$ cat config.mk
export PLATFORM = sky130hd
export DESIGN_NAME = vga_scan_out_flat
export DESIGN_NICKNAME = d
export VERILOG_FILES = /design/src/rtl/vga_scan_out_if.sv /design/src/rtl/vga_scan_out.sv /design/src/flat_wrapper.sv
export SDC_FILE = /design/constraint.sdc
export NUM_CORES = 1
export LEC_CHECK = 0
export ABC_AREA = 1
export BUFFER_PORTS_ARGS = -buffer_cell sky130_fd_sc_hd__buf_4
export CORE_ASPECT_RATIO = 0.9
export CORE_UTILIZATION = 40
export CTS_CLUSTER_SIZE = 25
export DETAILED_ROUTE_END_ITERATION = 16
export HOLD_SLACK_MARGIN = 0.03
export PLACE_DENSITY = 0.59
export SLEW_MARGIN = 20
export SYNTH_ARGS = -nofsm -noshare
export SYNTH_HDL_FRONTEND = slang
export SYNTH_SLANG_ARGS = --single-unit
$ cat constraint.sdc
create_clock -name clk -period 3.2 [get_ports clk]
set_input_delay 0.64 -clock clk [delete_from_list [all_inputs] [get_ports clk]]
set_output_delay 0.64 -clock clk [all_outputs]
set_load 0.01 [all_outputs]
$ cat src/rtl/vga_scan_out_if.sv
// Sprite pixel bus between the VGA scan-out block and the sprite renderers.
// The scan-out side drives addresses and video; the sprite side returns px/invert.
interface vga_scan_out_if;
  logic        px;
  logic        invert;
  logic [8:0]  row_addr;
  logic [9:0]  col_addr;
  logic        fresh;
  logic        hs;
  logic        vs;
  logic [11:0] rgb;

  modport master (
    input  px, invert,
    output row_addr, col_addr, fresh, hs, vs, rgb
  );

  modport slave (
    output px, invert,
    input  row_addr, col_addr, fresh, hs, vs, rgb
  );
endinterface

$ cat src/rtl/vga_scan_out.sv
// VGA 640x480@60 timing generator and pixel scan-out: drives sprite addresses,
// takes back the ORed sprite bit and emits aligned RGB444 with hsync/vsync.
module vga_scan_out #(
  parameter int unsigned H_ACTIVE = 640,
  parameter int unsigned H_FP     = 16,
  parameter int unsigned H_SYNC   = 96,
  parameter int unsigned H_BP     = 48,
  parameter int unsigned V_ACTIVE = 480,
  parameter int unsigned V_FP     = 10,
  parameter int unsigned V_SYNC   = 2,
  parameter int unsigned V_BP     = 33,
  parameter int unsigned PX_LAT   = 1,
  parameter logic [11:0] FG_COLOR = 12'h535,
  parameter logic [11:0] BG_COLOR = 12'hFFF
) (
  input  logic           clk,
  input  logic           RESET,
  vga_scan_out_if.master bus
);

  localparam int unsigned H_TOTAL = H_ACTIVE + H_FP + H_SYNC + H_BP;
  localparam int unsigned V_TOTAL = V_ACTIVE + V_FP + V_SYNC + V_BP;

  localparam logic [9:0] H_LAST   = 10'(H_TOTAL - 1);
  localparam logic [9:0] H_ACT    = 10'(H_ACTIVE);
  localparam logic [9:0] HS_FIRST = 10'(H_ACTIVE + H_FP);
  localparam logic [9:0] HS_LAST  = 10'(H_ACTIVE + H_FP + H_SYNC - 1);
  localparam logic [9:0] V_LAST   = 10'(V_TOTAL - 1);
  localparam logic [9:0] V_ACT    = 10'(V_ACTIVE);
  localparam logic [9:0] VS_FIRST = 10'(V_ACTIVE + V_FP);
  localparam logic [9:0] VS_LAST  = 10'(V_ACTIVE + V_FP + V_SYNC - 1);

  // Raster position and the address registers derived from it.
  logic [9:0] h_cnt_q, h_cnt_d;
  logic [9:0] v_cnt_q, v_cnt_d;
  logic [8:0] row_q, row_d;
  logic       fresh_q, fresh_d;

  // Stage-0 timing flags and their alignment delay lines.
  logic              active_s, hs_raw_s, vs_raw_s;
  logic [PX_LAT-1:0] act_dl_q, act_dl_d;
  logic [PX_LAT-1:0] hs_dl_q, hs_dl_d;
  logic [PX_LAT-1:0] vs_dl_q, vs_dl_d;

  // Output register stage.
  logic [11:0] rgb_q, rgb_d;
  logic        hs_q, vs_q;

  // NOTE: every variable assigned in always_comb gets a default first, so no
  // path through the block can leave it unassigned and infer a latch.
  always_comb begin
    h_cnt_d = h_cnt_q + 10'd1;
    v_cnt_d = v_cnt_q;
    if (h_cnt_q == H_LAST) begin
      h_cnt_d = '0;
      v_cnt_d = (v_cnt_q == V_LAST) ? '0 : v_cnt_q + 10'd1;
    end

    // Row address and fresh follow the next line count so they change on the
    // same edge as the counter itself.
    fresh_d = (v_cnt_d < V_ACT);
    row_d   = fresh_d ? v_cnt_d[8:0] : 9'h1FF;
  end

  always_comb begin
    active_s = (h_cnt_q < H_ACT) && (v_cnt_q < V_ACT);
    hs_raw_s = !((h_cnt_q >= HS_FIRST) && (h_cnt_q <= HS_LAST));
    vs_raw_s = !((v_cnt_q >= VS_FIRST) && (v_cnt_q <= VS_LAST));
  end

  // Shift the newest flag in at bit 0; the oldest tap sits at PX_LAT-1 and
  // meets px for the same raster position.
  always_comb begin
    act_dl_d = PX_LAT'({act_dl_q, active_s});
    hs_dl_d  = PX_LAT'({hs_dl_q, hs_raw_s});
    vs_dl_d  = PX_LAT'({vs_dl_q, vs_raw_s});
  end

  // Blanked positions force black regardless of px and invert.
  always_comb begin
    rgb_d = '0;
    if (act_dl_q[PX_LAT-1]) begin
      rgb_d = (bus.px ^ bus.invert) ? FG_COLOR : BG_COLOR;
    end
  end

  // NOTE: sequential state is written with non-blocking assignments only, so
  // every register samples the pre-edge values regardless of statement order.
  always_ff @(posedge clk or negedge RESET) begin
    if (!RESET) begin
      h_cnt_q <= '0;
      v_cnt_q <= '0;
      row_q   <= '0;
      fresh_q <= 1'b1;
    end else begin
      h_cnt_q <= h_cnt_d;
      v_cnt_q <= v_cnt_d;
      row_q   <= row_d;
      fresh_q <= fresh_d;
    end
  end

  // NOTE: the delay lines are reset (not left as uninitialised storage) so no
  // stale sync level or active flag can leak out in the cycles after reset.
  always_ff @(posedge clk or negedge RESET) begin
    if (!RESET) begin
      act_dl_q <= '0;
      hs_dl_q  <= '1;
      vs_dl_q  <= '1;
    end else begin
      act_dl_q <= act_dl_d;
      hs_dl_q  <= hs_dl_d;
      vs_dl_q  <= vs_dl_d;
    end
  end

  // Sync outputs come straight from flops, so they cannot glitch.
  always_ff @(posedge clk or negedge RESET) begin
    if (!RESET) begin
      rgb_q <= '0;
      hs_q  <= 1'b1;
      vs_q  <= 1'b1;
    end else begin
      rgb_q <= rgb_d;
      hs_q  <= hs_dl_q[PX_LAT-1];
      vs_q  <= vs_dl_q[PX_LAT-1];
    end
  end

  assign bus.col_addr = h_cnt_q;
  assign bus.row_addr = row_q;
  assign bus.fresh    = fresh_q;
  assign bus.hs       = hs_q;
  assign bus.vs       = vs_q;
  assign bus.rgb      = rgb_q;

endmodule

$ cat src/flat_wrapper.sv
// flat-port wrapper written by rule: the top's interface ports become plain ports
module vga_scan_out_flat 
#(
  parameter int unsigned H_ACTIVE = 640,
  parameter int unsigned H_FP     = 16,
  parameter int unsigned H_SYNC   = 96,
  parameter int unsigned H_BP     = 48,
  parameter int unsigned V_ACTIVE = 480,
  parameter int unsigned V_FP     = 10,
  parameter int unsigned V_SYNC   = 2,
  parameter int unsigned V_BP     = 33,
  parameter int unsigned PX_LAT   = 1,
  parameter logic [11:0] FG_COLOR = 12'h535,
  parameter logic [11:0] BG_COLOR = 12'hFFF
)
  (clk, RESET, bus_px, bus_invert, bus_row_addr, bus_col_addr, bus_fresh, bus_hs, bus_vs, bus_rgb);
  vga_scan_out_if bus_i ();
  input  logic clk;
  input  logic RESET;
  input wire logic [$bits(bus_i.px)-1:0] bus_px;
  input wire logic [$bits(bus_i.invert)-1:0] bus_invert;
  output wire logic [$bits(bus_i.row_addr)-1:0] bus_row_addr;
  output wire logic [$bits(bus_i.col_addr)-1:0] bus_col_addr;
  output wire logic [$bits(bus_i.fresh)-1:0] bus_fresh;
  output wire logic [$bits(bus_i.hs)-1:0] bus_hs;
  output wire logic [$bits(bus_i.vs)-1:0] bus_vs;
  output wire logic [$bits(bus_i.rgb)-1:0] bus_rgb;
  assign bus_i.px = bus_px;
  assign bus_i.invert = bus_invert;
  assign bus_row_addr = bus_i.row_addr;
  assign bus_col_addr = bus_i.col_addr;
  assign bus_fresh = bus_i.fresh;
  assign bus_hs = bus_i.hs;
  assign bus_vs = bus_i.vs;
  assign bus_rgb = bus_i.rgb;
  vga_scan_out #(.H_ACTIVE(H_ACTIVE), .H_FP(H_FP), .H_SYNC(H_SYNC), .H_BP(H_BP), .V_ACTIVE(V_ACTIVE), .V_FP(V_FP), .V_SYNC(V_SYNC), .V_BP(V_BP), .PX_LAT(PX_LAT), .FG_COLOR(FG_COLOR), .BG_COLOR(BG_COLOR)) u_core (.clk(clk), .RESET(RESET), .bus(bus_i));
endmodule
== Word-level counts from Yosys, hierarchy flattened ==
Index checks and enable logic that the tools add are counted.
W data, S select, Z words.
Word-level totals
  flip-flop bits (word level): 47
  output and inout port bits: 34
  input port bits: 4
Cells by class
  add/sub/neg operators: 2
  bitwise gates (word level): 1
  equal/unequal tests: 2
  reductions and logical operators: 5
  muxes and demuxes: 6
  $lt $le $gt $ge: 7
Operators by type and width (number)
  $mux W10: 3
  $mux W12: 2
  $add A10 B1 Y10 const B: 2
  $eq A10 B10 Y1 const B: 2
  $lt A10 B9 Y1 const B: 2
  $ge A10 B10 Y1 const B: 1
  $ge A10 B9 Y1 const B: 1
  $le A10 B10 Y1 const B: 1
  $le A10 B9 Y1 const B: 1
  $lt A10 B10 Y1 const B: 1
  $mux W9: 1
  $logic_and A1 B1 Y1: 3
  $logic_not A1 Y1: 2
  $xor A1 B1 Y1: 1

== Depth between registers and ports, before layout ==
Gate-level depths: netlist of the first run.
  depth in word-level cells: 5
  depth in mapped cells: 12

== Least setup slack after synthesis of the first run ==
OpenSTA, ideal clock, no wires.
  path kind: reg2reg
  start: register u_core.h_cnt_q[0], in the netlist u_core.bus.col_addr[0]
  end: register u_core.row_q[6], in the netlist u_core.bus.row_addr[6]
  cell stages (with the launch flop): 10
  data required time: 3.072 ns
  data arrival time: 1.461 ns
  path buffers: 1
  setup slack: 1.611 ns
  cell sequence: dfrtp_1 -> ha_1 -> nand2_2 -> nor2_4 -> nand2_4 -> nor2_4 -> nand2_1 -> nand3_2 -> buf_8 -> nand3_1
Between the ends
  cells in the longest elaborated chain, start to end: 4
Ends and longest elaborated chain
  start: declaration: RTL line vga_scan_out.sv:34  | logic [9:0] h_cnt_q, h_cnt_d;
  start signal: assignment: RTL line vga_scan_out.sv:96  | h_cnt_q <= h_cnt_d;
  $eq A10 B10 Y1 *: RTL line vga_scan_out.sv:54  | if (h_cnt_q == H_LAST) begin
  $mux W10 *: RTL line vga_scan_out.sv:54
  $lt A10 B9 Y1: RTL line vga_scan_out.sv:61  | fresh_d = (v_cnt_d < V_ACT);
  $mux W9 *: RTL line vga_scan_out.sv:62  | row_d = fresh_d ? v_cnt_d[8:0] : 9'h1FF;
  net u_core.row_d[6]: RTL line vga_scan_out.sv:36  | logic [8:0] row_q, row_d;
  end signal: assignment: RTL line vga_scan_out.sv:98  | row_q <= row_d;
  end: declaration: RTL line vga_scan_out.sv:36
The timed path passes the listed nets; every way through them passes the cells marked *.

== Final worst setup path of the first run ==
  start: register u_core.h_cnt_q[0], in the netlist u_core.bus.col_addr[0]
  end: register u_core.row_q[1], in the netlist u_core.bus.row_addr[1]
The elaborated chain is that of the path after synthesis.

==> results of run 1 <==
## metal layers
layer  GRT usage, %  vias to the layer above  part of all wire (%)
li1               -                      758                     -
met1           23.1                      655                    51
met2           24.3                       40                    42
met3           4.03                        8                   4.7
met4           7.78                        0                   2.1
met5              0                        -                     0
## cells in the final DEF (no fill, tap or decap), types with 2 or more instances in the layout
master and count:
dfstp_2 5, xor2_1 4, nand3_1 22, nor3_1 3, clkbuf_1 2, nor2_2 3
nor2_1 24, ha_1 5, a21oi_1 5, inv_2 3, nand2_1 42, clkbuf_8 6
nor2_4 3, nand4_1 6, buf_4 37, nand3_2 4, inv_1 33, o21ai_0 3
dfrtp_1 32, nand2_2 5
## sequential cells by signal (all words and copies together) (netlist names)
name	flops
u_core.bus.vs	1
u_core.hs_dl_q	1
u_core.bus.row_addr	9
u_core.bus.hs	1
u_core.act_dl_q	1
u_core.bus.rgb	2
u_core.vs_dl_q	1
u_core.v_cnt_q	10
u_core.bus.col_addr	10
u_core.bus.fresh	1
## power breakdown
part           leakage [nW]  internal [W]  switching [W]
registers             0.472      0.000469     0.00000133
clock network        0.0455      0.000176       0.000157
logic                 0.695    0.00000966      0.0000145
total                  1.21      0.000654       0.000173
## worst reg2reg max path, stage by stage (launching register included)
cell and delay (ns):
dfrtp_1 0.42, ha_1 0.24, nand2_2 0.08, nor2_4 0.14, nand2_4 0.08, nor2_4 0.30
nand3_1 0.11, nand2_1 0.12, nor2_1 0.07, nand2_2 0.13, nand3_1 0.09
## through the flow
| step | utilization (%) | cells |
|---|---|---|
| 3_3_place_gp | 47.8 | 312 |
| 4_1_cts | 49.8 | 320 |
| 2_1_floorplan | - | 226 |
| 6_report | 49.8 | 320 |
| 5_1_grt | 49.8 | 320 |
| 3_5_place_dp | 47.8 | 312 |
## cell families after synthesis
| group | Yosys count | share of synthesized area [%] |
|---|---|---|
| multiplexers | 1 | 0.520 |
| XOR/XNOR | 4 | 1.82 |
| adder cells (fa/ha/maj) | 5 | 3.25 |
| flip-flops | 37 | 48.4 |
| buffers and inverters | 50 | 12.7 |
| AO/OA/AOI/OAI | 12 | 3.51 |
| AND/OR/NAND/NOR | 117 | 29.7 |
## worst max path at each step
stage	slack (ns)	end	cells past startpoint	from
finish	1.30	u_core.bus.row_addr[1]	10	u_core.bus.col_addr[0]
detailed placement	1.29	u_core.bus.row_addr[0]	10	u_core.bus.col_addr[0]
CTS	1.26	u_core.bus.row_addr[1]	10	u_core.bus.col_addr[0]
floorplan	1.61	u_core.bus.row_addr[6]	9	u_core.bus.col_addr[0]
global placement	1.39	u_core.bus.row_addr[3]	10	u_core.bus.col_addr[0]
global route	1.11	u_core.bus.row_addr[4]	10	u_core.bus.col_addr[0]
## final cells by class
type                    count  area (µm²)  share of cell area [%]
flip-flops and latches     37         932                    41.2
multi-input cells         139         747                    33.0
repair buffers             37         278                    12.3
inverters                  37         139                    6.14
clock buffers               8        90.1                    3.98
well taps                  62        77.6                    3.43
==> reports/qor.yml, run 1 <==
power_and_ir_drop:
  power_density_nw_per_um2: 365
  leakage_nw: 1.21
  power.total_w: 0.000827
  ir_worst_vdd_uv: 248
route:
  wire_per_inst_um: 11.5
  ant_nets: 0
  dr.pass1.iters: 4
  vias_per_cell: 4.57
  dr.first_iter.drc_count: 30
  drc: 0
  drt-total-wl_um: 3690
  vias: 1461
outcome:
  status: "finished clean"
clocking:
  htreeDepth: 2
  clockRootBuffer: "clkbuf_8"
  path_clk_slew_ns: 0.07
  post_cts_buffers: 0
  numCtsBuffers: 5
  cts_resized: 0
  numClockSinks: 37
  tritoncts: "built"
  ctsHoldBuffers: 0
  clock_path_buffers: 2
  clock_latency_ns: 0.29
die:
  die_area_um2: 5090
  rows: 23
  core_um2: 4550
  initial_core_util_pct: 42.3
  die_h_um: 67.8
  dieWidth_um: 75.1
  io_pins: 38
critical_path:
  cp.required_ns: 3.36
  reg2reg_slack_ns: 1.30
  path_cells: "ha_1 -> nand2_2 -> nor2_4 -> nand2_4 -> nor2_4 -> nand3_1 -> nand2_1 -> nor2_1 -> nand2_2 -> nand3_1"
  rr_startpoint: "u_core.bus.col_addr[0]"
  cp_top_family: "simple AND/OR/NAND/NOR gates"
  critical_path_class: "flop to flop"
  reg2regPathDepth: 10
  slowest_delay_ns: 0.42
  crit_buf_inv: 0
  slowest_stage: "dfrtp_1"
  r2r_end: "u_core.bus.row_addr[1]"
  path_max_fanout: 13
  critPathCaptureType: "flop"
  crit_arrival_ns: 2.06
  critical_path.startpoint_type: "flop"
synth:
  synthTopCellsByCount: "nand2_1, inv_1, dfrtp_1"
  yosys_warnings: 0
  synth_most_common_cell: "nand2_1"
  synth_area_leaders: "dfrtp_1, nand2_1, dfstp_2"
  ys_ff_latch: 37
  synth_top_cell_area_share_pct: 41.6
  synth_edf_count: 0
  yosys.area.top_type: "dfrtp_1"
  syn_area_um2: 1920
  synthCells: 226
  synth_area_per_cell_um2: 8.51
  ys_async_sr_fraction_pct: 100
  syn_nets: 235
  ys_types: 32
  ys_seq_area_share_pct: 48.4
  synth_ff_type: "dfrtp_1"
placed_design:
  dp_slack_ns: 1.29
  dp_hpwl_um: 2690
  place_area_um2: 2170
  place.gp.congestion: 0.833
  port_buffers: 37
sta:
  rsz0062_at_grt: "no"
  tns_ns: 0
  max_clock_freq_mhz: 527
  finClkSkew_ns: 0.00553
  fin_crit_sh_pct: 59.3
  slew_violations: 0
  post-route-min-period_ns: 1.90
  timing.final.hold_violations: 0
  slew_headroom_pct: 69.3
  tightest_slew_ns: 0.461
  setup_viol: 0
  setup_ws_ns: 1.30
  hold_ws_ns: 0.303
global_route:
  grt_max_degree: 38
  grt_pass1_wl_um: 6150
  grt_pass1_vias: 1297
  grt_antenna_before_repair: 0
  grt_overflow: 0
  track_usage_pct: 16.6
cells_and_area:
  antenna_cells: 0
  final_nets: 266
  fill_cells: 471
  fin_area_um2: 2260
  synthToLayoutAreaGrowth_pct: 17.6
  drive_gt1_share_pct: 26.0
worst_hold_path:
  hp-class: "input pin to asynchronous set/reset pin"
run:
  cap_violations: 0
Note: power is estimated with default switching activity, not from simulation.
==> inputs of run 2 (changes only) <==
==> constraint.sdc (replaced) <==
create_clock -name clk -period 1.8 [get_ports clk]
set_input_delay 0.36 -clock clk [delete_from_list [all_inputs] [get_ports clk]]
set_output_delay 0.36 -clock clk [all_outputs]
set_load 0.01 [all_outputs]
==> reports/qor.yml, run 2 (synthesis gave the netlist of run 1 again) <==
cells_and_area:
  final_core_util_pct: 53.6
  final_nets: 282
  synthToLayoutAreaGrowth_pct: 26.6
  drive_gt1_share_pct: 32.5
  final_cell_mix: "buf_4, nand2_1, inv_1"
  fin_area_um2: 2440
  final_common_cell: "buf_4"
  antenna_cells: 0
clocking:
  ctsHoldBuffers: 0
  tritoncts: "built"
  numClockSinks: 37
  numCtsBuffers: 5
  path_clk_slew_ns: 0.08
  htreeDepth: 2
  clock_latency_ns: 0.29
  clockRootBuffer: "clkbuf_8"
  clock_path_buffers: 2
die:
  initial_core_util_pct: 42.3
  dieWidth_um: 75.1
  core_um2: 4550
  io_pins: 38
  die_area_um2: 5090
  die_h_um: 67.8
  rows: 23
global_route:
  grt_max_degree: 38
  grt_overflow: 0
  track_usage_pct: 16.7
  grt_antenna_before_repair: 0
  grt_pass1_wl_um: 6220
  grt_pass1_vias: 1367
run:
  cap_violations: 0
worst_hold_path:
  hp-class: "input pin to asynchronous set/reset pin"
sta:
  hold_ws_ns: 0.0164
  fin_crit_sh_pct: 93.9
  timing.final.hold_violations: 0
  tightest_slew_ns: 0.458
  max_clock_freq_mhz: 592
  post-route-min-period_ns: 1.69
  slew_headroom_pct: 69.5
  tns_ns: 0
  setup_viol: 0
  rsz0062_at_grt: "yes"
  setup_ws_ns: 0.110
  slew_violations: 0
  finClkSkew_ns: 0.0107
power_and_ir_drop:
  ir_worst_vdd_uv: 329
  p_int_w: 0.00126
  p_sw_w: 0.000320
  power_density_nw_per_um2: 649
  power_frac_seq_pct: 52.8
  clock_power_share_pct: 44.5
  leakage_nw: 1.31
  swShare_pct: 20.2
  pwr-share-comb_pct: 2.7
route:
  route.met2.wl_um: 1720
  met3_length_um: 225
  wire_per_inst_um: 11.6
  vias: 1548
  vias_per_cell: 4.61
  met1_length_um: 1890
  dr.pass1.iters: 4
  drc: 0
  drt-total-wl_um: 3910
  top_layer: "met4"
  dr.first_iter.drc_count: 67
  ant_nets: 0
critical_path:
  crit_buf_inv: 1
  cp.required_ns: 1.97
  slowest_delay_ns: 0.43
  critical_path.startpoint_type: "flop"
  cp_top_family: "simple AND/OR/NAND/NOR gates"
  critical_path_class: "flop to flop"
  path_cells: "ha_4 -> nand2_2 -> nor2_4 -> nand2_4 -> nor2_4 -> buf_4 -> nor2_1 -> a21oi_1 -> nand3_1"
  path_max_fanout: 7
  critPathCaptureType: "flop"
  crit_arrival_ns: 1.86
  slowest_stage: "dfrtp_1"
  crit_top_cell: "nor2_4"
placed_design:
  place_area_um2: 2240
  port_buffers: 37
  place.gp.congestion: 0.851
  dp_slack_ns: 0.0211
  dp_hpwl_um: 2810
outcome:
  status: "finished clean"
-- run 2: cell count changes in the layout (fill, tap and decap cells not counted), sizes merged --
| cell | change |
|---|---|
| clkbuf | -2 |
| bufinv | +1 |
| clkinv | +1 |
| buf | +16 |
-- run 2: worst reg2reg max path, delay by kind of cell, from the launching register on --
| kind | cells | cell delay, ns |
|---|---|---|
| compound gates | 1 | 0.20 |
| fa+ha+maj | 1 | 0.17 |
| buf+inv | 1 | 0.14 |
| flops | 1 | 0.43 |
| simple gates | 6 | 0.63 |
-- run 2: metal layers --
metal	vias to the layer above	global-route usage, %
li1	791	-
met1	701	22.1
met2	48	26.8
met3	8	3.28
met4	0	7.08
met5	-	0
-- run 2: final cells by class --
type	instances	area (µm²)
clock inverter	2	35.0
multi-input combinational	139	782
sequential	37	932
timing repair buffer	53	398
fill	442	2110
tap	62	77.6
inverter	37	139
clock buffer	6	72.6
-- run 2: path summary, 6_finish.rpt --
check,startpoint,cells after the start,end,slack (ns)
min in group clk,bus_invert,2,u_core.bus.rgb[9],0.24
min,RESET,1,u_core.bus.row_addr[4],0.02
min reg2reg,u_core.vs_dl_q,0,u_core.bus.vs,0.36
max reg2reg,u_core.bus.col_addr[1],9,u_core.bus.row_addr[1],0.11
max in group asynchronous,RESET,1,u_core.bus.hs,1.43
max,u_core.bus.col_addr[1],9,u_core.bus.row_addr[1],0.11
-- run 2: per-stage QoR --
stage | instances | power [W]
after floorplan | 226 | 0.000871
after global placement | 321 | 0.000895
after detailed placement | 321 | 0.000896
final | 336 | 0.00158
after global routing | 336 | 0.00163
after CTS | 329 | 0.00160
-- run 2: power groups by stage --
stage	clock, W	combinational (W)	sequential (W)
5_1_grt	0.000745	0.0000495	0.000836
2_1_floorplan	0	0.0000186	0.000852
4_1_cts	0.000721	0.0000449	0.000835
3_3_place_gp	0	0.0000441	0.000851
3_5_place_dp	0	0.0000449	0.000851
6_report	0.000703	0.0000429	0.000836
-- run 2: timing repair --
item	in CTS	in global routing
resized for setup	0	7
buffers inserted	0	7
endpoints found under the setup margin	0	11
hold endpoints to repair	0	0
==> inputs of run 3 (changes only) <==
--- a/config.mk
+++ b/config.mk
@@ -12,7 +12,7 @@
 export CTS_CLUSTER_SIZE = 25
 export DETAILED_ROUTE_END_ITERATION = 16
 export HOLD_SLACK_MARGIN = 0.03
-export PLACE_DENSITY = 0.59
+export PLACE_DENSITY = 0.58
 export SLEW_MARGIN = 20
 export SYNTH_ARGS = -nofsm -noshare
 export SYNTH_HDL_FRONTEND = slang
==> reports/qor.yml, run 3 (synthesis gave the netlist of run 1 again) <==
critical_path:
  critPathCaptureType: "flop"
  critical_path.startpoint_type: "flop"
  cp.required_ns: 1.97
  rr_startpoint: "u_core.bus.col_addr[1]"
  r2r_end: "u_core.bus.row_addr[1]"
  critical_path_class: "flop to flop"
  reg2regPathDepth: 9
  reg2reg_slack_ns: 0.11
  crit_arrival_ns: 1.85
  path_max_fanout: 6
clocking:
  numCtsBuffers: 5
  clock_path_buffers: 2
  htreeDepth: 2
  clockRootBuffer: "clkbuf_8"
  clock_latency_ns: 0.28
  numClockSinks: 37
  path_clk_slew_ns: 0.07
  tritoncts: "built"
power_and_ir_drop:
  power_density_nw_per_um2: 595
  ir_worst_vdd_uv: 454
  leakage_nw: 1.28
global_route:
  grt_antenna_before_repair: 0
  grt_pass1_vias: 1353
  grt_overflow: 0
  grt_max_degree: 38
  grt_pass1_wl_um: 6080
  track_usage_pct: 16.5
sta:
  rsz0062_at_grt: "yes"
  post-route-min-period_ns: 1.69
  slew_violations: 0
  setup_viol: 0
  fin_crit_sh_pct: 93.7
  finClkSkew_ns: 0.00398
  setup_ws_ns: 0.114
  tns_ns: 0
  max_clock_freq_mhz: 593
  tightest_slew_ns: 0.453
  slew_headroom_pct: 69.8
  timing.final.hold_violations: 0
route:
  route.met2.wl_um: 1630
  dr.pass1.iters: 4
  drt-total-wl_um: 3800
  vias: 1538
  ant_nets: 0
  dr.first_iter.drc_count: 51
  vias_per_cell: 4.63
  drc: 0
  met3_length_um: 210
  top_layer: "met4"
  met1_length_um: 1880
  wire_per_inst_um: 11.5
cells_and_area:
  drive_gt1_share_pct: 33.3
  synthToLayoutAreaGrowth_pct: 24.6
  final_cell_mix: "buf_4, nand2_1, inv_1"
  final_core_util_pct: 52.7
  final_common_cell: "buf_4"
  final_nets: 278
  fill_cells: 456
  seqCellArea_um2: 933
  multi_input_area_um2: 798
  antenna_cells: 0
die:
  dieWidth_um: 75.1
  die_area_um2: 5090
  core_um2: 4550
  io_pins: 38
  die_h_um: 67.8
  initial_core_util_pct: 42.3
  rows: 23
placed_design:
  dp_slack_ns: -0.0226
  dp_hpwl_um: 2880
  port_buffers: 37
  place.gp.congestion: 0.864
run:
  cap_violations: 0
worst_hold_path:
  hp-class: "input pin to asynchronous set/reset pin"
outcome:
  status: "finished clean"
[run 3: repair_timing]
action                     CTS  global route
setup endpoints to repair    8            11
setup buffers                3             1
gates resized for setup      0            13
pin swaps                    1             6
hold buffers                 0             0
[run 3: routing by layer]
metal,vias to the layer above,GRT usage (%)
li1,785,-
met1,697,22.8
met2,47,24.2
met3,9,4.03
met4,0,7.31
met5,-,0
[run 3: layout make-up]
cell class	count	share of cell area, %
clock buffer	7	3.18
clock inverter	1	0.209
inverter	37	5.79
multi-input combinational	139	33.3
sequential	37	38.9
tap	62	3.24
timing repair buffer	49	15.3
[run 3: critical path: stages, from the launching register on]
cell,delay (ns)
dfrtp_2,0.41
ha_4,0.16
nand2_2,0.06
nor2_4,0.18
nand2_4,0.08
nor2_4,0.20
buf_4,0.15
nor2_1,0.03
a21oi_1,0.20
nand3_1,0.10
[run 3: worst max-delay path by stage]
stage	cells after the start	from	endpoint
floorplan	9	u_core.bus.col_addr[0]	u_core.bus.row_addr[6]
global placement	10	u_core.bus.col_addr[1]	u_core.bus.row_addr[1]
detailed placement	10	u_core.bus.col_addr[1]	u_core.bus.row_addr[7]
CTS	10	u_core.bus.col_addr[1]	u_core.bus.row_addr[7]
global route	10	u_core.bus.col_addr[1]	u_core.bus.row_addr[7]
finish	9	u_core.bus.col_addr[1]	u_core.bus.row_addr[1]
[run 3: per-stage QoR]
stage	power (W)	cells	hold slack, ns	cell area (µm²)
after CTS	0.00144	331	0.0362	2340
final	0.00143	332	0.0241	2400
after global placement	0.000895	320	0.342	2230
after global routing	0.00148	332	0.0608	2400
after floorplan	0.000871	226	0.0644	1920
after detailed placement	0.000895	320	0.342	2230
[run 3: report_power, final]
| group | leakage [nW] | switching (W) | internal [W] | total (W) |
|---|---|---|---|---|
| logic | 0.766 | 0.0000253 | 0.0000172 | 0.0000425 |
| clock network | 0.0422 | 0.000277 | 0.000272 | 0.000549 |
| registers | 0.471 | 0.00000234 | 0.000833 | 0.000836 |
